## config.mk

```make
export PLATFORM = sky130hd
export DESIGN_NAME = vga_write_ctrl_flat
export DESIGN_NICKNAME = d
export VERILOG_FILES = /design/src/rtl/vga_write_ctrl_pkg.sv /design/src/rtl/vga_write_ctrl_if.sv /design/src/rtl/vga_fill_engine.sv /design/src/rtl/vga_write_ctrl.sv /design/src/flat_wrapper.sv
export SDC_FILE = /design/constraint.sdc
export NUM_CORES = 1
export LEC_CHECK = 0
export CORE_ASPECT_RATIO = 0.7
export CORE_MARGIN = 5
export CORE_UTILIZATION = 45
export CTS_CLUSTER_SIZE = 10
export DETAILED_ROUTE_END_ITERATION = 12
export GPL_ROUTABILITY_DRIVEN = 1
export PLACE_DENSITY_LB_ADDON = 0.15
export SLEW_MARGIN = 10
export SYNTH_ARGS = -nofsm -noshare
export SYNTH_HDL_FRONTEND = slang
export SYNTH_SLANG_ARGS = --single-unit
```

## constraint.sdc

```tcl
create_clock -name clk50M -period 3.1 [get_ports clk50M]
set_input_delay 0.62 -clock clk50M [delete_from_list [all_inputs] [get_ports clk50M]]
set_output_delay 0.62 -clock clk50M [all_outputs]
set_load 0.03 [all_outputs]
```

## src/rtl/vga_write_ctrl_pkg.sv

```systemverilog
`default_nettype none
// ============================================================================
// Module      : vga_write_ctrl_pkg
// Description : Shared widths, framebuffer geometry, fill-engine state
//               encodings, the latched fill operand record and the
//               framebuffer address helper used by the VGA write-port
//               controller.
// Revision    : 1.0 - initial release
// ============================================================================
package vga_write_ctrl_pkg;

    // Framebuffer write-port geometry
    localparam int VGA_ADDR_WIDTH       = 19;
    localparam int VGA_DATA_WIDTH       = 8;
    localparam int VGA_WIDTH_MULT_SHIFT = 9;    // row stride = 512 addresses

    // Visible framebuffer size in pixels
    localparam int VGA_FB_W = 400;
    localparam int VGA_FB_H = 300;

    // Width of the fill operands and of the column/row counters
    localparam int FILL_CW = 9;

    // Fill engine state encodings
    typedef logic [1:0] fill_state_t;
    localparam fill_state_t VGA_FILL_IDLE = 2'd0;
    localparam fill_state_t VGA_FILL_RUN  = 2'd1;
    localparam fill_state_t VGA_FILL_DONE = 2'd2;

    // Operands captured when a fill is accepted (w/h already effective)
    typedef struct packed {
        logic [FILL_CW-1:0]        x;
        logic [FILL_CW-1:0]        y;
        logic [FILL_CW-1:0]        w;
        logic [FILL_CW-1:0]        h;
        logic [VGA_DATA_WIDTH-1:0] color;
    } fill_op_t;

    // Wide enough for a 10-bit row sum shifted by the stride plus a 10-bit
    // column sum, so nothing is lost before the final truncation.
    localparam int FILL_SUM_W = VGA_ADDR_WIDTH + FILL_CW + VGA_WIDTH_MULT_SHIFT + 2;

    // addr = ((y + row) << shift) + (x + col), truncated to the port width.
    // Sums are formed at 10 bits so large corners never overflow early.
    function automatic logic [VGA_ADDR_WIDTH-1:0] fill_addr(
        input logic [FILL_CW-1:0] y,
        input logic [FILL_CW-1:0] row,
        input logic [FILL_CW-1:0] x,
        input logic [FILL_CW-1:0] col
    );
        logic [FILL_CW:0]    ys;
        logic [FILL_CW:0]    xs;
        logic [FILL_SUM_W-1:0] full;
        ys   = {1'b0, y} + {1'b0, row};
        xs   = {1'b0, x} + {1'b0, col};
        full = (FILL_SUM_W'(ys) << VGA_WIDTH_MULT_SHIFT) + FILL_SUM_W'(xs);
        return full[VGA_ADDR_WIDTH-1:0];
    endfunction

endpackage : vga_write_ctrl_pkg
`default_nettype wire

```

## src/rtl/vga_write_ctrl_if.sv

```systemverilog
`default_nettype none
// ============================================================================
// Module      : vga_write_ctrl_if
// Description : Bus bundle between the CPU glue / fill requester and the
//               VGA write-port controller, plus the registered write port
//               that drives the vga framebuffer.
//   cpu_we/cpu_addr/cpu_data      : CPU pixel write, one per asserted cycle
//   fill_start/fill_x/y/w/h/color : rectangle fill request (start pulse)
//   fill_busy/fill_done           : fill status
//   vga_we/vga_addr/vga_data      : registered framebuffer write port
// Modports    : master (requester side), slave (controller side)
// Revision    : 1.0 - initial release
// ============================================================================
interface vga_write_ctrl_if;
    import vga_write_ctrl_pkg::*;

    logic                      cpu_we;
    logic [VGA_ADDR_WIDTH-1:0] cpu_addr;
    logic [VGA_DATA_WIDTH-1:0] cpu_data;

    logic                      fill_start;
    logic [FILL_CW-1:0]        fill_x;
    logic [FILL_CW-1:0]        fill_y;
    logic [FILL_CW-1:0]        fill_w;
    logic [FILL_CW-1:0]        fill_h;
    logic [VGA_DATA_WIDTH-1:0] fill_color;
    logic                      fill_busy;
    logic                      fill_done;

    logic                      vga_we;
    logic [VGA_ADDR_WIDTH-1:0] vga_addr;
    logic [VGA_DATA_WIDTH-1:0] vga_data;

    modport master (
        output cpu_we, cpu_addr, cpu_data,
        output fill_start, fill_x, fill_y, fill_w, fill_h, fill_color,
        input  fill_busy, fill_done,
        input  vga_we, vga_addr, vga_data
    );

    modport slave (
        input  cpu_we, cpu_addr, cpu_data,
        input  fill_start, fill_x, fill_y, fill_w, fill_h, fill_color,
        output fill_busy, fill_done,
        output vga_we, vga_addr, vga_data
    );

endinterface : vga_write_ctrl_if
`default_nettype wire

```

## src/rtl/vga_fill_engine.sv

```systemverilog
`default_nettype none
// ============================================================================
// Module      : vga_fill_engine
// Description : Rectangle-fill engine. Walks a w x h box in raster order
//               (x fastest) and presents one pixel request per cycle while
//               in RUN; a stalled cycle leaves every counter untouched.
//   clk50M, rst        : clock, async active-high reset
//   start, op_*        : start pulse and operands (sampled on the same edge)
//   stall              : pixel slot taken by someone else this cycle
//   req, addr, data    : current pixel request
//   busy, done         : RUN or DONE / one-cycle completion pulse
// Config      : VGA_FILL_CLIP_EN - clip the box to the 400x300 screen
// Revision    : 1.0 - initial release
// ============================================================================
module vga_fill_engine
    import vga_write_ctrl_pkg::*;
(
    input  wire logic                      clk50M,
    input  wire logic                      rst,
    input  wire logic                      start,
    input  wire logic [FILL_CW-1:0]        op_x,
    input  wire logic [FILL_CW-1:0]        op_y,
    input  wire logic [FILL_CW-1:0]        op_w,
    input  wire logic [FILL_CW-1:0]        op_h,
    input  wire logic [VGA_DATA_WIDTH-1:0] op_color,
    input  wire logic                      stall,
    output logic                           req,
    output logic [VGA_ADDR_WIDTH-1:0]      addr,
    output logic [VGA_DATA_WIDTH-1:0]      data,
    output logic                           busy,
    output logic                           done
);

    fill_state_t        r_state;
    fill_state_t        w_state_nxt;
    fill_op_t           r_op;
    logic [FILL_CW-1:0] r_col;
    logic [FILL_CW-1:0] r_row;

    logic [FILL_CW-1:0] w_eff_w;
    logic [FILL_CW-1:0] w_eff_h;
    logic               w_nonempty;
    logic               w_accept;
    logic               w_adv;
    logic               w_col_end;
    logic               w_last;

    // ------------------------------------------------------------------
    // Effective rectangle size at start
    // ------------------------------------------------------------------
`ifdef VGA_FILL_CLIP_EN
    logic [FILL_CW:0] w_room_x;
    logic [FILL_CW:0] w_room_y;

    always_comb begin
        // Remaining screen to the right of / below the corner; zero when
        // the corner itself is off-screen, which empties the box.
        w_room_x = ({1'b0, op_x} >= (FILL_CW+1)'(VGA_FB_W)) ? '0
                 : (FILL_CW+1)'(VGA_FB_W) - {1'b0, op_x};
        w_room_y = ({1'b0, op_y} >= (FILL_CW+1)'(VGA_FB_H)) ? '0
                 : (FILL_CW+1)'(VGA_FB_H) - {1'b0, op_y};
        w_eff_w  = ({1'b0, op_w} > w_room_x) ? w_room_x[FILL_CW-1:0] : op_w;
        w_eff_h  = ({1'b0, op_h} > w_room_y) ? w_room_y[FILL_CW-1:0] : op_h;
    end
`else
    always_comb begin
        w_eff_w = op_w;
        w_eff_h = op_h;
    end
`endif

    assign w_nonempty = (w_eff_w != '0) && (w_eff_h != '0);
    assign w_accept   = (r_state == VGA_FILL_IDLE) && start;
    assign w_adv      = (r_state == VGA_FILL_RUN) && !stall;
    assign w_col_end  = (r_col == r_op.w - 9'd1);
    assign w_last     = w_col_end && (r_row == r_op.h - 9'd1);

    // ------------------------------------------------------------------
    // State register
    // ------------------------------------------------------------------
    always_ff @(posedge clk50M or posedge rst) begin
        if (rst) begin
            r_state <= VGA_FILL_IDLE;
        end else begin
            r_state <= w_state_nxt;
        end
    end

    // ------------------------------------------------------------------
    // Next-state logic
    // ------------------------------------------------------------------
    always_comb begin
        w_state_nxt = r_state;
        case (r_state)
            VGA_FILL_IDLE: begin
                if (start) begin
                    w_state_nxt = w_nonempty ? VGA_FILL_RUN : VGA_FILL_DONE;
                end
            end
            VGA_FILL_RUN: begin
                if (w_adv && w_last) begin
                    w_state_nxt = VGA_FILL_DONE;
                end
            end
            VGA_FILL_DONE: begin
                w_state_nxt = VGA_FILL_IDLE;
            end
            default: begin
                w_state_nxt = VGA_FILL_IDLE;
            end
        endcase
    end

    // ------------------------------------------------------------------
    // Outputs
    // ------------------------------------------------------------------
    always_comb begin
        req  = (r_state == VGA_FILL_RUN);
        busy = (r_state == VGA_FILL_RUN) || (r_state == VGA_FILL_DONE);
        done = (r_state == VGA_FILL_DONE);
        addr = fill_addr(r_op.y, r_row, r_op.x, r_col);
        data = r_op.color;
    end

    // ------------------------------------------------------------------
    // Operand latch and raster counters
    // ------------------------------------------------------------------
    always_ff @(posedge clk50M or posedge rst) begin
        if (rst) begin
            r_op  <= '0;
            r_col <= '0;
            r_row <= '0;
        end else if (w_accept) begin
            r_op  <= '{x: op_x, y: op_y, w: w_eff_w, h: w_eff_h, color: op_color};
            r_col <= '0;
            r_row <= '0;
        end else if (w_adv) begin
            if (w_col_end) begin
                r_col <= '0;
                r_row <= r_row + 9'd1;
            end else begin
                r_col <= r_col + 9'd1;
            end
        end
    end

endmodule : vga_fill_engine
`default_nettype wire

```

## src/rtl/vga_write_ctrl.sv

```systemverilog
`default_nettype none
// ============================================================================
// Module      : vga_write_ctrl
// Description : Shares the single vga framebuffer write port between CPU
//               pixel writes and the rectangle-fill engine. CPU writes always
//               win the slot and stall the engine; the winning write is
//               registered and shown on vga_* for exactly one cycle.
//   clk50M : system clock (same as vga)
//   rst    : async active-high reset
//   bus    : vga_write_ctrl_if.slave (CPU write, fill request/status,
//            registered vga write port)
// Config      : VGA_FILL_CLIP_EN - clip fills to the 400x300 screen
// Revision    : 1.0 - initial release
// ============================================================================
module vga_write_ctrl
    import vga_write_ctrl_pkg::*;
(
    input  wire logic        clk50M,
    input  wire logic        rst,
    vga_write_ctrl_if.slave  bus
);

    logic                      w_fill_req;
    logic [VGA_ADDR_WIDTH-1:0] w_fill_addr;
    logic [VGA_DATA_WIDTH-1:0] w_fill_data;

    logic                      w_sel_we;
    logic [VGA_ADDR_WIDTH-1:0] w_sel_addr;
    logic [VGA_DATA_WIDTH-1:0] w_sel_data;

    logic                      r_vga_we;
    logic [VGA_ADDR_WIDTH-1:0] r_vga_addr;
    logic [VGA_DATA_WIDTH-1:0] r_vga_data;

    vga_fill_engine u_fill (
        .clk50M   (clk50M),
        .rst      (rst),
        .start    (bus.fill_start),
        .op_x     (bus.fill_x),
        .op_y     (bus.fill_y),
        .op_w     (bus.fill_w),
        .op_h     (bus.fill_h),
        .op_color (bus.fill_color),
        .stall    (bus.cpu_we),
        .req      (w_fill_req),
        .addr     (w_fill_addr),
        .data     (w_fill_data),
        .busy     (bus.fill_busy),
        .done     (bus.fill_done)
    );

    // CPU has no backpressure, so it takes the slot unconditionally and the
    // engine (stalled by the same cpu_we) simply retries next cycle.
    always_comb begin
        w_sel_we   = 1'b0;
        w_sel_addr = w_fill_addr;
        w_sel_data = w_fill_data;
        if (bus.cpu_we) begin
            w_sel_we   = 1'b1;
            w_sel_addr = bus.cpu_addr;
            w_sel_data = bus.cpu_data;
        end else if (w_fill_req) begin
            w_sel_we   = 1'b1;
        end
    end

    // Address/data only move on a real write; they hold otherwise.
    always_ff @(posedge clk50M or posedge rst) begin
        if (rst) begin
            r_vga_we   <= 1'b0;
            r_vga_addr <= '0;
            r_vga_data <= '0;
        end else begin
            r_vga_we <= w_sel_we;
            if (w_sel_we) begin
                r_vga_addr <= w_sel_addr;
                r_vga_data <= w_sel_data;
            end
        end
    end

    assign bus.vga_we   = r_vga_we;
    assign bus.vga_addr = r_vga_addr;
    assign bus.vga_data = r_vga_data;

endmodule : vga_write_ctrl
`default_nettype wire

```

## src/flat_wrapper.sv

```systemverilog
// flat-port wrapper written by rule: the top's interface ports become plain ports
module vga_write_ctrl_flat import vga_write_ctrl_pkg::*;
  (clk50M, rst, bus_cpu_we, bus_cpu_addr, bus_cpu_data, bus_fill_start, bus_fill_x, bus_fill_y, bus_fill_w, bus_fill_h, bus_fill_color, bus_fill_busy, bus_fill_done, bus_vga_we, bus_vga_addr, bus_vga_data);
  vga_write_ctrl_if bus_i ();
  input  wire logic clk50M;
  input  wire logic rst;
  input wire logic [$bits(bus_i.cpu_we)-1:0] bus_cpu_we;
  input wire logic [$bits(bus_i.cpu_addr)-1:0] bus_cpu_addr;
  input wire logic [$bits(bus_i.cpu_data)-1:0] bus_cpu_data;
  input wire logic [$bits(bus_i.fill_start)-1:0] bus_fill_start;
  input wire logic [$bits(bus_i.fill_x)-1:0] bus_fill_x;
  input wire logic [$bits(bus_i.fill_y)-1:0] bus_fill_y;
  input wire logic [$bits(bus_i.fill_w)-1:0] bus_fill_w;
  input wire logic [$bits(bus_i.fill_h)-1:0] bus_fill_h;
  input wire logic [$bits(bus_i.fill_color)-1:0] bus_fill_color;
  output wire logic [$bits(bus_i.fill_busy)-1:0] bus_fill_busy;
  output wire logic [$bits(bus_i.fill_done)-1:0] bus_fill_done;
  output wire logic [$bits(bus_i.vga_we)-1:0] bus_vga_we;
  output wire logic [$bits(bus_i.vga_addr)-1:0] bus_vga_addr;
  output wire logic [$bits(bus_i.vga_data)-1:0] bus_vga_data;
  assign bus_i.cpu_we = bus_cpu_we;
  assign bus_i.cpu_addr = bus_cpu_addr;
  assign bus_i.cpu_data = bus_cpu_data;
  assign bus_i.fill_start = bus_fill_start;
  assign bus_i.fill_x = bus_fill_x;
  assign bus_i.fill_y = bus_fill_y;
  assign bus_i.fill_w = bus_fill_w;
  assign bus_i.fill_h = bus_fill_h;
  assign bus_i.fill_color = bus_fill_color;
  assign bus_fill_busy = bus_i.fill_busy;
  assign bus_fill_done = bus_i.fill_done;
  assign bus_vga_we = bus_i.vga_we;
  assign bus_vga_addr = bus_i.vga_addr;
  assign bus_vga_data = bus_i.vga_data;
  vga_write_ctrl u_core (.clk50M(clk50M), .rst(rst), .bus(bus_i));
endmodule
```

==> impl_metrics.py, run 1 <==
metrics = {
    "clock_tree": {
        "cts_tree": "built",
        "cts_root_buffer": "clkbuf_16",
        "cts_max_level": 3,
        "post_cts_hold_buffer_count": 0,
        "cts_buffer_depth": 2,
        "cts_buffers": 9,
        "clock_insertion_delay_worst_skew_ps": 350,
        "numClockSinks": 92,
        "cts.reportedPaths.clkPinSlew_ps": 70,
    },
    "placed_design": {
        "io_buffers": 104,
        "dpl_cell_area_um2": 6830,
        "dp_cells": 903,
        "hpwlAfterDp_um": 10900,
        "place.gp.congestion": 0.880,
    },
    "timing": {
        "worst_clock_skew_ps": 8.85,
        "setup_viol": 0,
        "fin_setup_tns_ps": 0,
        "max_clock_freq_ghz": 0.347,
        "tightest_slew_ps": 766,
        "period_needed_ps": 2880,
        "maxSlewViolCount": 0,
        "endpoints_failing_hold": 0,
        "grt_setup_unrepaired": "no",
        "fin_crit_sh": 0.929,
        "worst_slew_margin_relative_to_its_limit": 0.487,
    },
    "synth": {
        "syn-instance-count": 651,
        "synthesis.area_um2": 5600,
        "syn_avg_cell_area_um2": 8.60,
        "synthArstFlopShare": 1.00,
        "synth-seq-cells": 92,
        "synth_top_area_cell": "dfrtp_1",
        "ys_types": 66,
        "synth_nets": 753,
        "postSynth.topFlopCell": "dfrtp_1",
        "seq_area_frac_synth": 0.411,
        "synth_edf_count": 0,
        "synthesis.yosys.warnings": 0,
        "leading_post_synthesis_cells_by_cell_area": "dfrtp_1 41%, nand2_1 11%, ha_1 5.6%",
        "synth_top_area_share": 0.411,
    },
    "power": {
        "sw_frac_of_total": 0.393,
        "power.combinational.fraction": 0.441,
        "power-per-cell-area_nw_per_um2": 797,
        "power.internal_mw": 3.48,
        "p_clk_frac": 0.225,
        "power_leakage_nw": 3.27,
        "switchingPower_mw": 2.25,
        "peakVddDrop_uv": 333,
        "share_seq_of_total_power": 0.334,
    },
    "worst_setup_path": {
        "critical-path-top-delay-family": "compound AO/OA/AOI/OAI gates",
        "critical_path_cell_by_cell": "ha_1 > fa_1 > a211oi_1 > o21ai_1 > a211o_1 > and3_1 > or4_1 > mux2_2 > nand2_1",
        "setup_crit_path_kind": "reg2reg",
        "timing.critical_path.slowest_stage_cell": "or4_1",
        "critical_path_buf_inv_count": 0,
        "crit_path_max_fanout": 3,
        "cp-end-kind": "flop",
        "worst_ep_required_time_ps": 3390,
        "startpoint_type": "flop",
        "max_stage_delay_ps": 490,
        "crit_arrival_ps": 3170,
    },
    "routing": {
        "route.final.wire_length_um": 14900,
        "post-route-drc-count": 0,
        "drt-vias-per-instance": 5.43,
        "number_of_antenna_violating_nets_in_the_routed_design": 0,
        "via_count": 4986,
        "wire_per_inst_um": 16.3,
        "drt_iter0_markers": 294,
        "detailedRoute.firstPassIterationCount": 4,
    },
    "cells_and_area": {
        "final_cell_mix": "165 x nand2_1, 103 x clkdlybuf4s50_1, 92 x dfrtp_1",
        "fin_area_um2": 7200,
        "flow.area_growth_from_synthesis_pct": 28.6,
        "layoutNonFillerInstCount": 919,
        "layout.cells.most_common": "nand2_1",
        "antenna_cells": 0,
        "num-fill-cells": 1109,
        "finalNetCount": 854,
        "drive_above_1_share": 0.0581,
    },
    "global_routing": {
        "number_of_global_route_vias_before_repair": 4878,
        "grt_start_max_net_pins": 44,
        "grt_antenna_before_repair": 0,
        "grt_usage": 0.206,
        "grt_first_pass_wirelength_um": 24400,
        "sum_of_overflow_across_all_layers_after_global_routing": 0,
    },
    "flow_run": {
        "max_cap_viol_count": 0,
    },
    "floorplanning": {
        "core_region_area_um2": 12300,
        "initial_core_util": 0.455,
        "die-height_um": 103,
        "rows": 34,
        "die_area_um2": 14800,
        "design.portCount": 105,
        "chipWidth_um": 143,
    },
    "run_status": {
        "status": "finished clean",
    },
    "worst_hold_path": {
        "worstHoldPathType": "reg2reg",
    },
}
## flip-flops by register name (all words and copies together), names as in the netlist
signal                 count
u_core.bus.vga_we          1
u_core.u_fill.data         8
u_core.bus.vga_data        8
u_core.u_fill.r_op        36
u_core.u_fill.r_col        9
u_core.bus.vga_addr       19
u_core.u_fill.r_row        9
u_core.u_fill.r_state      2
## per-layer routing
layer	track usage	routed length [µm]	up-vias
li1	-	-	2460
met1	0.293	7230	2410
met4	0.0564	178	0
met5	0	0	-
met2	0.327	6890	100
met3	0.0400	646	16
## worst paths after layout
check | from | endpoint | slack (ps) | cells after the start
min in group asynchronous | rst | u_core.bus.vga_addr[7] | 700 | 2
worst max-delay path | u_core.u_fill.r_op[26] | u_core.bus.vga_addr[18] | 220 | 9
max in group asynchronous | rst | u_core.bus.vga_addr[4] | 1750 | 3
worst min register to register | u_core.u_fill.data[6] | u_core.u_fill.data[6] | 490 | 2
worst min-delay path | u_core.u_fill.data[6] | u_core.u_fill.data[6] | 490 | 2
worst max register to register | u_core.u_fill.r_op[26] | u_core.bus.vga_addr[18] | 220 | 9
## cell usage after synthesis, types with 9 or more instances
cell type and n:
nand2_1 165, dfrtp_1 92, o21ai_0 54, nor2_1 30, ha_1 25, xnor2_1 25
a21oi_1 24, clkbuf_1 21, inv_1 20, xor2_1 16, mux2i_1 15, nand3_1 14
nor3_1 14, nor3b_1 10, a21o_1 9
## cell families (layout without fill, tap and decap cells)
| group | after synthesis | count (layout) | share of synthesized area |
|---|---|---|---|
| flops | 92 | 92 | 0.411 |
| compound gates | 137 | 137 | 0.155 |
| simple gates | 289 | 289 | 0.239 |
| buf+inv | 48 | 154 | 0.0353 |
| fa+ha+maj | 27 | 27 | 0.0631 |
| mux | 16 | 16 | 0.0288 |
| xor+xnor | 42 | 42 | 0.0682 |
## per-stage QoR
| stage | setup slack [ps] | power, mW | util | hold slack [ps] |
|---|---|---|---|---|
| floorplan | 88.0 | 3.64 | - | 445 |
| global placement | 317 | 4.38 | 0.556 | 462 |
| detailed placement | 247 | 4.45 | 0.556 | 470 |
| global route | 57.5 | 6.14 | 0.585 | 502 |
| CTS | 221 | 5.78 | 0.584 | 487 |
| finish | 221 | 5.73 | 0.585 | 485 |
## tightest hold or removal path, cell delays in order (launching register included)
cell     delay [ps]
dfrtp_1         340
nand2_1          50
nand2_1          60
## power groups by stage
stage / Sequential [mW] / Combinational (mW) / Clock, mW
2_1_floorplan: 2.03 / 1.61 / 0
3_3_place_gp: 1.92 / 2.46 / 0
6_report: 1.92 / 2.53 / 1.29
4_1_cts: 1.92 / 2.54 / 1.31
3_5_place_dp: 1.93 / 2.53 / 0
5_1_grt: 1.97 / 2.81 / 1.35
## timing repair
action / CTS / global route
resized for setup: 0 / 3
setup buffers: 0 / 0
setup endpoints to repair: 0 / 2
## final cells by class
class | count | area, µm² | area share
clock inverter | 6 | 111 | 0.0155
timing repair buffer | 118 | 1150 | 0.160
tap | 162 | 203 | 0.0282
multi-input combinational | 511 | 3110 | 0.432
sequential | 92 | 2300 | 0.320
inverter | 20 | 76.3 | 0.0106
clock buffer | 10 | 239 | 0.0332
(Power assumes the default switching activity.)
==> inputs of run 2 (changes only) <==
SLEW_MARGIN = 25   (was 10)
==> results of run 2 <==
No change in the layout: final DEF, timing and power equal those of run 1.
==> inputs of run 3 (changes only) <==
PLACE_DENSITY = 0.82   (was unset)
PLACE_DENSITY_LB_ADDON = unset   (was 0.15)
SKIP_LAST_GASP = 1   (was unset)
==> run 3 against run 2 <==
  * Maximum frequency shrank 1.2%
  * Critical path depth grew 2
  * Core utilization shrank 0.45 points
  * Sequential power is essentially flat
  * First-iteration DRC count grew 26%
  * Die area is the same
  * Design area shrank 0.77%
  * Setup slack lost 35 ps
  * Count of clock-buffer cells in the layout grew 1
  * Critical endpoint is now u_core.bus.vga_addr[8]
  * Largest power group unchanged
==> impl_metrics.py, run 3 (synthesis results as in run 1) <==
metrics = {
    "placed_design": {
        "dp_cells": 900,
        "io_buffers": 104,
        "hpwlAfterDp_um": 10800,
        "place.gp.congestion": 0.909,
    },
    "routing": {
        "wire_per_inst_um": 15.9,
        "m1WireLength_um": 7200,
        "routed_met3_length_um": 712,
        "via_count": 4931,
        "wl_met2_um": 6560,
        "detailedRoute.firstPassIterationCount": 5,
        "drt-vias-per-instance": 5.38,
        "post-route-drc-count": 0,
        "route.final.wire_length_um": 14600,
        "route.top_layer_used": "met4",
        "number_of_antenna_violating_nets_in_the_routed_design": 0,
        "drt_iter0_markers": 370,
    },
    "worst_hold_path": {
        "min_delay_path_depth": 2,
        "min_delay_src": "u_core.u_fill.data[5]",
        "min_to": "u_core.u_fill.data[5]",
        "worstHoldPathType": "reg2reg",
    },
    "flow_run": {
        "max_cap_viol_count": 0,
    },
    "cells_and_area": {
        "drive_above_1_share": 0.0517,
        "layout.cells.most_common": "nand2_1",
        "num-fill-cells": 1068,
        "registers.top_by_ff_count": "u_core.u_fill.r_op",
        "multiInputGateArea_um2": 3100,
        "final_util": 0.581,
        "antenna_cells": 0,
        "finalNetCount": 851,
        "layoutNonFillerInstCount": 916,
        "final-seq-area_um2": 2300,
        "flow.area_growth_from_synthesis_pct": 27.6,
        "flip_flop_count_of_the_largest_register_all_copies_and_words_added": 36,
        "final_cell_mix": "165 x nand2_1, 103 x clkdlybuf4s50_1, 92 x dfrtp_1",
    },
    "worst_setup_path": {
        "cp-end-kind": "flop",
        "critical_path_cell_by_cell": "ha_1 > inv_1 > fa_1 > nor2b_1 > o21ai_0 > a21boi_0 > buf_4 > o21a_1 > o211ai_1 > a2111oi_0 > nand3b_1",
        "critical_path.reg2reg.startpoint": "u_core.u_fill.r_col[0]",
        "crit_path_max_fanout": 7,
        "startpoint_type": "flop",
        "setup_crit_path_kind": "reg2reg",
        "crit_arrival_ps": 3200,
        "reg2reg_setup_slack_ps": 190,
        "timing.rr.end": "u_core.bus.vga_addr[8]",
        "depth_of_the_worst_register_to_register_path": 11,
        "max_stage_delay_ps": 460,
        "timing.critical_path.slowest_stage_cell": "dfrtp_1",
        "worst_ep_required_time_ps": 3380,
    },
    "clock_tree": {
        "cts_max_level": 3,
        "cts_buffer_depth": 2,
        "cts_buffers": 9,
        "post-cts-setup-buffers": 0,
        "post_cts_hold_buffer_count": 0,
        "clock_insertion_delay_worst_skew_ps": 350,
        "numClockSinks": 92,
        "cts_tree": "built",
        "cts_root_buffer": "clkbuf_16",
        "cts.reportedPaths.clkPinSlew_ps": 70,
        "cts_repair_resize_count": 0,
    },
    "timing": {
        "worst_clock_skew_ps": 11.1,
        "setup_viol": 0,
        "endpoints_failing_hold": 0,
        "period_needed_ps": 2910,
        "fin_crit_sh": 0.940,
        "max_clock_freq_ghz": 0.343,
        "maxSlewViolCount": 0,
        "worst_slew_margin_relative_to_its_limit": 0.455,
        "grt_setup_unrepaired": "no",
        "fin_setup_tns_ps": 0,
        "tightest_slew_ps": 815,
    },
    "floorplanning": {
        "design.portCount": 105,
        "core_region_area_um2": 12300,
        "initial_core_util": 0.455,
        "die-height_um": 103,
        "die_area_um2": 14800,
        "chipWidth_um": 143,
        "rows": 34,
    },
    "global_routing": {
        "grt_antenna_before_repair": 0,
        "grt_start_max_net_pins": 58,
        "grt_first_pass_wirelength_um": 23800,
        "number_of_global_route_vias_before_repair": 4758,
        "grt_usage": 0.203,
        "sum_of_overflow_across_all_layers_after_global_routing": 0,
    },
    "power": {
        "power_leakage_nw": 3.24,
        "power-per-cell-area_nw_per_um2": 789,
        "peakVddDrop_uv": 366,
    },
    "run_status": {
        "status": "finished clean",
    },
}
## run 3: layout make-up
cell class,count,share of cell area
clock buffer,11,0.0340
sequential,92,0.322
multi-input combinational,511,0.435
tap,162,0.0284
timing repair buffer,115,0.158
clock inverter,5,0.0116
inverter,20,0.0107
## run 3: worst max-delay path, delay by kind of cell (launching register included)
kind | cells | cell delay [ps]
DFF | 1 | 460
and+or+nand+nor | 2 | 320
buffers and inverters | 2 | 300
AOI/OAI and AO/OA | 5 | 1180
adders and majority gates | 2 | 590
## run 3: metrics by stage
stage	power, mW	setup WS [ps]	hold WS, ps	cell area, µm²
finish	5.63	185	479	7140
global route	6.04	13.1	507	7140
CTS	5.66	190	480	7130
floorplan	3.64	88.0	445	5600
global placement	4.35	306	462	6810
detailed placement	4.44	271	463	6810
## run 3: worst max path at each step
stage                         endpoint              startpoint
2_1_floorplan   u_core.bus.vga_addr[0]                     rst
3_3_place_gp   u_core.bus.vga_addr[18]  u_core.u_fill.r_op[26]
6_report        u_core.bus.vga_addr[8]  u_core.u_fill.r_col[0]
3_5_place_dp   u_core.bus.vga_addr[18]  u_core.u_fill.r_op[26]
4_1_cts        u_core.bus.vga_addr[18]  u_core.u_fill.r_op[26]
5_1_grt         u_core.bus.vga_addr[8]  u_core.u_fill.r_col[0]
## run 3: report_power, final
part | internal (mW) | switching [mW]
sequential | 1.59 | 0.344
combinational | 1.07 | 1.42
clock | 0.732 | 0.477
## run 3: metal layers
| metal | GRT usage | vias to the layer above |
|---|---|---|
| met1 | 0.297 | 2361 |
| met3 | 0.0404 | 10 |
| met5 | 0 | - |
| met2 | 0.317 | 109 |
| met4 | 0.0398 | 0 |
| li1 | - | 2451 |
